File: src/rtl/line_buffer_sequencer_if.sv
// Pixel-stream, buffer-write and window handshake bundle between the row-buffer
// write scheduler and its neighbours (pixel source, decoder, window engine).
interface line_buffer_sequencer_if #(
    parameter int ADDR_W = 10,
    parameter int ROW_W  = 9
);
    logic              frame_start;
    logic              pix_valid;
    logic              pix_ready;
    logic              write_enable;
    logic [2:0]        select;
    logic [ADDR_W-1:0] wr_addr;
    logic              win_valid;
    logic [2:0]        read_base;
    logic              row_ack;
    logic [ROW_W-1:0]  row_count;
    logic              frame_done;

    modport master (
        output frame_start, pix_valid, row_ack,
        input  pix_ready, write_enable, select, wr_addr,
               win_valid, read_base, row_count, frame_done
    );

    modport slave (
        input  frame_start, pix_valid, row_ack,
        output pix_ready, write_enable, select, wr_addr,
               win_valid, read_base, row_count, frame_done
    );
endinterface

File: src/rtl/line_buffer_sequencer.sv
// Write-side scheduler for the six stereo row buffers: rotates the write buffer row by
// row and offers a 5-row read window, back-pressuring the stream while a window is unread.
module line_buffer_sequencer #(
    parameter int LINE_WIDTH = 640,
    parameter int FRAME_ROWS = 480,
    parameter int ADDR_W     = 10,
    parameter int ROW_W      = 9
) (
    input  logic clk,
    input  logic reset_n,
    line_buffer_sequencer_if.slave bus
);
    typedef enum logic [2:0] {IDLE, FILL, STREAM, STALL, DRAIN} state_t;

    localparam logic [ADDR_W-1:0] LAST_COL = ADDR_W'(LINE_WIDTH - 1);
    localparam logic [ROW_W-1:0]  LAST_ROW = ROW_W'(FRAME_ROWS - 1);
    localparam logic [2:0]        WIN_ROWS = 3'd5;

    state_t            state, next_state;
    logic [1:0]        rst_sync;
    logic              rst_n_int;
    logic [2:0]        sel;
    logic [2:0]        rows_stored;
    logic [2:0]        read_base;
    logic [2:0]        rows_next;
    logic [2:0]        base_next;
    logic [ADDR_W-1:0] col;
    logic [ROW_W-1:0]  row_count;
    logic              pending;
    logic              pix_ready;
    logic              accept;
    logic              row_done;
    logic              stall_cond;
    logic              window_set;
    logic              last_row;

    // Reset takes effect immediately but is only released on a clock edge.
    always_ff @(posedge clk or negedge reset_n) begin
        if (!reset_n) rst_sync <= 2'b00;
        else          rst_sync <= {rst_sync[0], 1'b1};
    end
    assign rst_n_int = rst_sync[1];

    assign stall_cond = pending && (col == LAST_COL);
    assign pix_ready  = !bus.frame_start &&
                        ((state == FILL) || ((state == STREAM) && !stall_cond));
    assign accept     = bus.pix_valid && pix_ready;
    assign row_done   = accept && (col == LAST_COL);
    assign rows_next  = (rows_stored == WIN_ROWS) ? WIN_ROWS : rows_stored + 3'd1;
    assign window_set = row_done && (rows_next == WIN_ROWS);
    assign last_row   = row_done && (row_count == LAST_ROW);
    // Oldest of the five most recent rows is two buffers past the one just finished.
    assign base_next  = (sel >= 3'd4) ? sel - 3'd4 : sel + 3'd2;

    always_ff @(posedge clk or negedge rst_n_int) begin
        if (!rst_n_int) state <= IDLE;
        else            state <= next_state;
    end

    always_comb begin
        next_state = state;
        if (bus.frame_start) begin
            next_state = FILL;
        end else begin
            unique case (state)
                IDLE: next_state = IDLE;
                FILL, STREAM: begin
                    if (last_row)
                        next_state = DRAIN;
                    else if (window_set)
                        next_state = STREAM;
                    else if ((state == STREAM) && stall_cond && !bus.row_ack)
                        next_state = STALL;
                end
                STALL: if (bus.row_ack) next_state = STREAM;
                DRAIN: if (!pending) next_state = IDLE;
                default: next_state = IDLE;
            endcase
        end
    end

    always_ff @(posedge clk or negedge rst_n_int) begin
        if (!rst_n_int) begin
            col         <= '0;
            sel         <= '0;
            rows_stored <= '0;
            row_count   <= '0;
            pending     <= 1'b0;
            read_base   <= '0;
        end else if (bus.frame_start) begin
            col         <= '0;
            sel         <= '0;
            rows_stored <= '0;
            row_count   <= '0;
            pending     <= 1'b0;
        end else begin
            if (bus.row_ack && pending)
                pending <= 1'b0;
            if (accept) begin
                if (col != LAST_COL) begin
                    col <= col + ADDR_W'(1);
                end else begin
                    col         <= '0;
                    sel         <= (sel == 3'd5) ? 3'd0 : sel + 3'd1;
                    row_count   <= row_count + ROW_W'(1);
                    rows_stored <= rows_next;
                    if (window_set) begin
                        pending   <= 1'b1;
                        read_base <= base_next;
                    end
                end
            end
        end
    end

    assign bus.pix_ready    = pix_ready;
    assign bus.write_enable = accept;
    assign bus.select       = sel;
    assign bus.wr_addr      = col;
    assign bus.win_valid    = pending;
    assign bus.read_base    = read_base;
    assign bus.row_count    = row_count;
    assign bus.frame_done   = (state == DRAIN) && !pending;
endmodule

File: src/flat_wrapper.sv
// flat-port wrapper written by rule: the top's interface ports become plain ports
module line_buffer_sequencer_flat 
#(
    parameter int LINE_WIDTH = 640,
    parameter int FRAME_ROWS = 480,
    parameter int ADDR_W     = 10,
    parameter int ROW_W      = 9
)
  (clk, reset_n, bus_frame_start, bus_pix_valid, bus_row_ack, bus_pix_ready, bus_write_enable, bus_select, bus_wr_addr, bus_win_valid, bus_read_base, bus_row_count, bus_frame_done);
  line_buffer_sequencer_if #(.ADDR_W(ADDR_W), .ROW_W(ROW_W)) bus_i ();
  input  logic clk;
  input  logic reset_n;
  input wire logic [$bits(bus_i.frame_start)-1:0] bus_frame_start;
  input wire logic [$bits(bus_i.pix_valid)-1:0] bus_pix_valid;
  input wire logic [$bits(bus_i.row_ack)-1:0] bus_row_ack;
  output wire logic [$bits(bus_i.pix_ready)-1:0] bus_pix_ready;
  output wire logic [$bits(bus_i.write_enable)-1:0] bus_write_enable;
  output wire logic [$bits(bus_i.select)-1:0] bus_select;
  output wire logic [$bits(bus_i.wr_addr)-1:0] bus_wr_addr;
  output wire logic [$bits(bus_i.win_valid)-1:0] bus_win_valid;
  output wire logic [$bits(bus_i.read_base)-1:0] bus_read_base;
  output wire logic [$bits(bus_i.row_count)-1:0] bus_row_count;
  output wire logic [$bits(bus_i.frame_done)-1:0] bus_frame_done;
  assign bus_i.frame_start = bus_frame_start;
  assign bus_i.pix_valid = bus_pix_valid;
  assign bus_i.row_ack = bus_row_ack;
  assign bus_pix_ready = bus_i.pix_ready;
  assign bus_write_enable = bus_i.write_enable;
  assign bus_select = bus_i.select;
  assign bus_wr_addr = bus_i.wr_addr;
  assign bus_win_valid = bus_i.win_valid;
  assign bus_read_base = bus_i.read_base;
  assign bus_row_count = bus_i.row_count;
  assign bus_frame_done = bus_i.frame_done;
  line_buffer_sequencer #(.LINE_WIDTH(LINE_WIDTH), .FRAME_ROWS(FRAME_ROWS), .ADDR_W(ADDR_W), .ROW_W(ROW_W)) u_core (.clk(clk), .reset_n(reset_n), .bus(bus_i));
endmodule
File: config.mk
export PLATFORM = sky130hd
export DESIGN_NAME = line_buffer_sequencer_flat
export DESIGN_NICKNAME = d
export VERILOG_FILES = /design/src/rtl/line_buffer_sequencer_if.sv /design/src/rtl/line_buffer_sequencer.sv /design/src/flat_wrapper.sv
export SDC_FILE = /design/constraint.sdc
export NUM_CORES = 1
export LEC_CHECK = 0
export ABC_AREA = 1
export CAP_MARGIN = 5
export CORE_ASPECT_RATIO = 0.6
export CORE_MARGIN = 2
export CORE_UTILIZATION = 34
export CTS_CLUSTER_DIAMETER = 80
export DETAILED_ROUTE_END_ITERATION = 7
export PLACE_DENSITY = 0.68
export RECOVER_POWER = 100
export SKIP_LAST_GASP = 1
export SYNTH_ARGS = -nofsm -noshare
export SYNTH_HDL_FRONTEND = slang
export SYNTH_SLANG_ARGS = --single-unit
File: constraint.sdc
create_clock -name clk -period 1.47 [get_ports clk]
set_input_delay 0.441 -clock clk [delete_from_list [all_inputs] [get_ports clk]]
set_output_delay 0.441 -clock clk [all_outputs]
set_load 0.05 [all_outputs]
Yosys cells after proc, flatten, opt, wreduce, memory -nomap -nowiden
Cells that the tools add are included.

Add/sub/neg operators: 6. Magnitude comparators: 1. Eq/ne operators: 14. Muxes and demuxes: 27. Bitwise operators: 2. Reductions and logical operators: 21.

Operators by type and width (count): two-way mux 3 bit (15); two-way mux 10 bit (3); two-way mux 9 bit (3); equality test 3 bit, second input constant (4); logical AND 1 bit (11); adder 10 x 1 -> 10 bit, second input constant (1); equality test 10 bit, second input constant (1); != test 10 bit, second input constant (1); adder 9 x 1 -> 9 bit, second input constant (1); equality test 9 bit, second input constant (1); case mux 3 bit (3 select lines) (1); adder 3 x 1 -> 3 bit, second input constant (2); equality test 3 x 2 -> 1 bit, second input constant (2); != test 3 bit, second input constant (2); two-way mux 1 bit (5); != test 5 x 2 -> 1 bit, second input constant (1); zero test 1 bit (4); AND reduction 4 bit (1); adder 3 x 2 -> 3 bit, second input constant (1); equality test 3 x 1 -> 1 bit, second input constant (1); greater-or-equal comparator 3 bit, second input constant (1); AND reduction 3 bit (1); subtractor 3 bit, second input constant (1); != test 2 bit, second input constant (1); 5 further kinds (6).

Register bits: 34. Output and inout port bits: 29. Word-level logic and storage cells: 79.

Logic depth before layout (Yosys ltp)
Word-level depth: 13. Mapped depth: 12.

Least setup slack after synthesis
No wires, ideal clock.

Path kind: register to output. Start: reg u_core.col[1], in the netlist u_core.bus.wr_addr[1]. End: out bus_pix_ready. Arrival time: 1.656 ns. Data required time: 1.029 ns. Slack: -0.627 ns. Stages on the path, launching flop included: 6. Buffers on the path: 0. Cell sequence: dfrtp_1 -> ha_1 -> nand2_1 -> nor2_4 -> nand4_2 -> and2_1.

Word-level cells in the longest chain between the ends: 6.

Ends and longest elaborated chain: from (decl) (RTL line line_buffer_sequencer.sv:27) `logic [ADDR_W-1:0] col;`; from (signal assigned) (RTL line line_buffer_sequencer.sv:101) `col <= col + ADDR_W'(1);`; equality test 10 bit (RTL line line_buffer_sequencer.sv:44) `assign stall_cond = pending && (col == LAST_COL);`; logical AND 1 bit (RTL line line_buffer_sequencer.sv:44); zero test 1 bit (RTL line line_buffer_sequencer.sv:46) `((state == FILL) || ((state == STREAM) && !stall_cond));`; logical AND 1 bit (RTL line line_buffer_sequencer.sv:46); logical OR 1 bit (RTL line line_buffer_sequencer.sv:46); logical AND 1 bit (RTL line line_buffer_sequencer.sv:45) `assign pix_ready = !bus.frame_start &&`; to (decl) (RTL line flat_wrapper.sv:16) `output wire logic [$bits(bus_i.pix_ready)-1:0] bus_pix_ready;`.

No other way between the ends.

Final worst setup path
Start: reg u_core.col[1], in the netlist u_core.bus.wr_addr[1]. End: out bus_write_enable.

Word-level cells in the longest chain between the ends: 7.

Ends and longest elaborated chain: equality test 10 bit (RTL line line_buffer_sequencer.sv:44); logical AND 1 bit (RTL line line_buffer_sequencer.sv:44); zero test 1 bit (RTL line line_buffer_sequencer.sv:46); logical AND 1 bit (RTL line line_buffer_sequencer.sv:46); logical OR 1 bit (RTL line line_buffer_sequencer.sv:46); logical AND 1 bit (RTL line line_buffer_sequencer.sv:45); logical AND 1 bit (RTL line line_buffer_sequencer.sv:47) `assign accept = bus.pix_valid && pix_ready;`; to (decl) (RTL line flat_wrapper.sv:17) `output wire logic [$bits(bus_i.write_enable)-1:0] bus_write_enable;`.

No other way between the ends.

==> out/results.ini <==
[drt]
dr_total_vias = 2056
ant_nets = 0
dr.pass1.iters = 4
wl_um = 6333
drt_iter0_markers = 89
wl_per_cell_um = 15.48
vias_per_cell = 5.027
drc = 0

[yosys]
synth_warnings = 0
async_reset_ff_frac = 1.000
ys_seq_elements = 34
syn_inst = 223
synth.distinct_cells = 39
yosys-top-cells-area = dfrtp_1, nand2_1, inv_1
synth_edf_count = 0
netlist_area_um2 = 1859
synth_ff_type = dfrtp_1
ys_seq_area_frac = 0.4576
synth_top_area_frac = 0.4576
syn_nets = 231
postSynthAreaPerCell_um2 = 8.338
yosys.area.top_type = dfrtp_1

[timing]
rsz0062_at_grt = true
finalSetupViolCount = 37
tightest_slew_ns = 0.8399
finClkSkew_ns = 0.008381
slew_violations = 0
fin_setup_tns_ns = -12.53
layout_min_cycle_time_ns = 2.034
finalCritPeriodShare = 1.383
slew_headroom = 0.4401
timing.fmax_mhz = 491.7
worst_slack_ns = -0.5637
hold_viol_final = 0

[run_status]
violations = setup timing
outcome = complete, but fails checks

[job]
cap_violations = 0

[clocking]
cts_tree = yes
cts.hold.buffers_added = 0
clock_latency_ns = 0.30
numCtsBuffers = 5
cts_sinks = 34
clkTransAtPathRegs_ns = 0.07
htree_levels = 2
cts_max_path_buffers = 2
cts.root.buffer_cell = clkbuf_8

[placement]
placed_area_um2 = 3024
gp_congestion = 0.8468
place_ws_ns = -0.4952
hpwl_um = 3653
portBuffers = 33

[die]
placementRows = 20
fp.dieArea_um2 = 6095
io_pins = 34
die_y_um = 61.28
initial_core_util = 0.3607
fp.dieW_um = 99.47
core-area_um2 = 5155

[grt]
gr-usage-all-layers = 0.1976
grt_start_max_net_pins = 33
grt_pass1_wl_um = 9121
antenna_found_initial = 0
overflow = 0
grt_pass1_vias = 1932

[setup_path]
crit_slowest_cell = dfrtp_2
slowest_delay_ns = 0.39
critPathRequiredTime_ns = 1.03
worstPathArrival_ns = 1.59
regToRegEndpoint = u_core.rows_stored[1]$_DFFE_PN0P_
critPathKind = reg2out
regToRegSetupSlack_ns = -0.43
worstPathCellList = ha_4 > nand2_4 > nor2_4 > nand4_4 > nand3_4 > clkinvlp_4 > buf_12
rr_startpoint = u_core.state[1]$_DFFE_PN0P_
ff2ff_path_depth = 11
worstSetupEndpointType = primary output
worstPathMaxFanout = 3
crit_path_start_kind = register
critPathTopFamily = simple AND/OR/NAND/NOR gates
worst-path-buf-inv = 2

[worst_hold_path]
hold-path-cell-count = 0
hold_class = reg2reg
hp-start = u_core.rst_sync[0]$_DFF_PN0_
holdPathEnd = u_core.rst_sync[1]$_DFF_PN0_

[power]
pwr_density_cell_nw_per_um2 = 741.5
p_leak_nw = 1.645
finalPower_mw = 2.647
ir_worst_vdd_uv = 481.9

[cells_and_area]
post-route-util = 0.6925
stdcell_area_um2 = 3570
num_antenna_cells = 0
nets = 350
n_fill_cell = 361
area_growth_pct = 91.99
drive_gt1_frac = 0.6210

## metrics by stage
| step | instances | hold WS (ns) |
|---|---|---|
| 2_1_floorplan | 223 | 0.1454 |
| 3_3_place_gp | 370 | 0.2747 |
| 3_5_place_dp | 370 | 0.2839 |
| 4_1_cts | 397 | 0.2866 |
| 5_1_grt | 409 | 0.3771 |
| 6_report | 409 | 0.3514 |
## kinds of logic after synthesis
group	Yosys count	synth area share
other	1	0.002017
XOR/XNOR	4	0.01885
buffers and inverters	38	0.09084
AND/OR/NAND/NOR	102	0.2732
AO/OA/AOI/OAI	41	0.1373
adder cells (fa/ha/maj)	3	0.02019
flip-flops	34	0.4576
## registers in the layout, indices dropped and copies added, names as in the netlist
| name | cells |
|---|---|
| u_core.rst_sync | 2 |
| u_core.bus.wr_addr | 10 |
| u_core.bus.select | 3 |
| u_core.bus.win_valid | 1 |
| u_core.state | 3 |
| u_core.bus.row_count | 9 |
| u_core.bus.read_base | 3 |
| u_core.rows_stored | 3 |
## worst register-to-register path, cell delays in order (launching register included)
cell and delay [ns]:
dfrtp_2 0.46, inv_2 0.10, nand3_4 0.11, a21oi_4 0.21, buf_4 0.14, buf_6 0.09, nand4_4 0.18, nand2_8 0.19
buf_12 0.12, inv_8 0.04, nand2_2 0.05, o31ai_1 0.08
## cell usage after synthesis, drive strengths merged (2+ instances only)
| master | n |
|---|---|
| nor2 | 20 |
| dfrtp | 34 |
| nand2 | 50 |
| nand3 | 11 |
| inv | 32 |
| nor3 | 14 |
| o21ai | 15 |
| buf | 5 |
| ha | 3 |
| xor2 | 3 |
| nand4 | 5 |
| o31ai | 5 |
| a21oi | 16 |
| o22ai | 2 |
## repair_timing
| item | 4_1_cts | 5_1_grt |
|---|---|---|
| buffers inserted | 18 | 14 |
| gates resized for setup | 59 | 34 |
| endpoints found under the setup margin | 35 | 44 |
| cloned | 1 | 1 |
| pin swaps | 24 | 23 |
## worst max path at each step
| stage | from | to | slack (ns) | cells past startpoint |
|---|---|---|---|---|
| 6_report | u_core.bus.wr_addr[1]$_DFFE_PN0P_ | bus_write_enable | -0.56 | 7 |
| 5_1_grt | u_core.bus.wr_addr[1]$_DFFE_PN0P_ | bus_write_enable | -0.61 | 7 |
| 4_1_cts | u_core.bus.wr_addr[1]$_DFFE_PN0P_ | bus_write_enable | -0.49 | 7 |
| 3_5_place_dp | bus_frame_start | bus_write_enable | -0.50 | 5 |
| 3_3_place_gp | bus_frame_start | bus_write_enable | -0.48 | 5 |
| 2_1_floorplan | u_core.bus.wr_addr[1]$_DFFE_PN0P_ | bus_write_enable | -0.39 | 6 |
## power breakdown
part	switching (mW)	leakage [nW]	internal [mW]
Combinational	0.453	1.15	0.427
Sequential	0.0530	0.444	0.980
Clock	0.356	0.0482	0.378
Total	0.862	1.64	1.78
## area by class of cell
type / count / area [um2] / area share
timing repair buffer: 116 / 1209 / 0.3386
multi-input combinational: 151 / 1157 / 0.3242
sequential: 34 / 867.1 / 0.2429
inverter: 33 / 151.4 / 0.04241
clock buffer: 7 / 86.33 / 0.02419
tap: 66 / 82.58 / 0.02313
timing repair inverter: 1 / 11.26 / 0.003155
clock inverter: 1 / 5.005 / 0.001402
## routing by layer
metal  track usage  vias to the layer above  part of all wire
li1              -                      980                 -
met1        0.2698                      985              0.44
met2        0.3243                       76              0.48
met3       0.03746                       15             0.053
met4       0.06849                        0             0.022
met5             0                        -                 0
## placed cells by master, fill, tap and decap left out, types with 5 or more instances in the layout
cell type and count:
a21oi_1 11, buf_12 19, buf_4 53, buf_6 27, clkbuf_2 7, clkbuf_8 6
dfrtp_1 21, dfrtp_2 13, inv_1 23, nand2_1 27, nand2_2 16, nand2_4 5
nand3_1 5, nor2_1 9, nor2_2 5, nor2_4 6, nor3_1 7, nor3_2 5
o21ai_1 6, o21ai_2 7
Power figures use the tool's default switching activity.
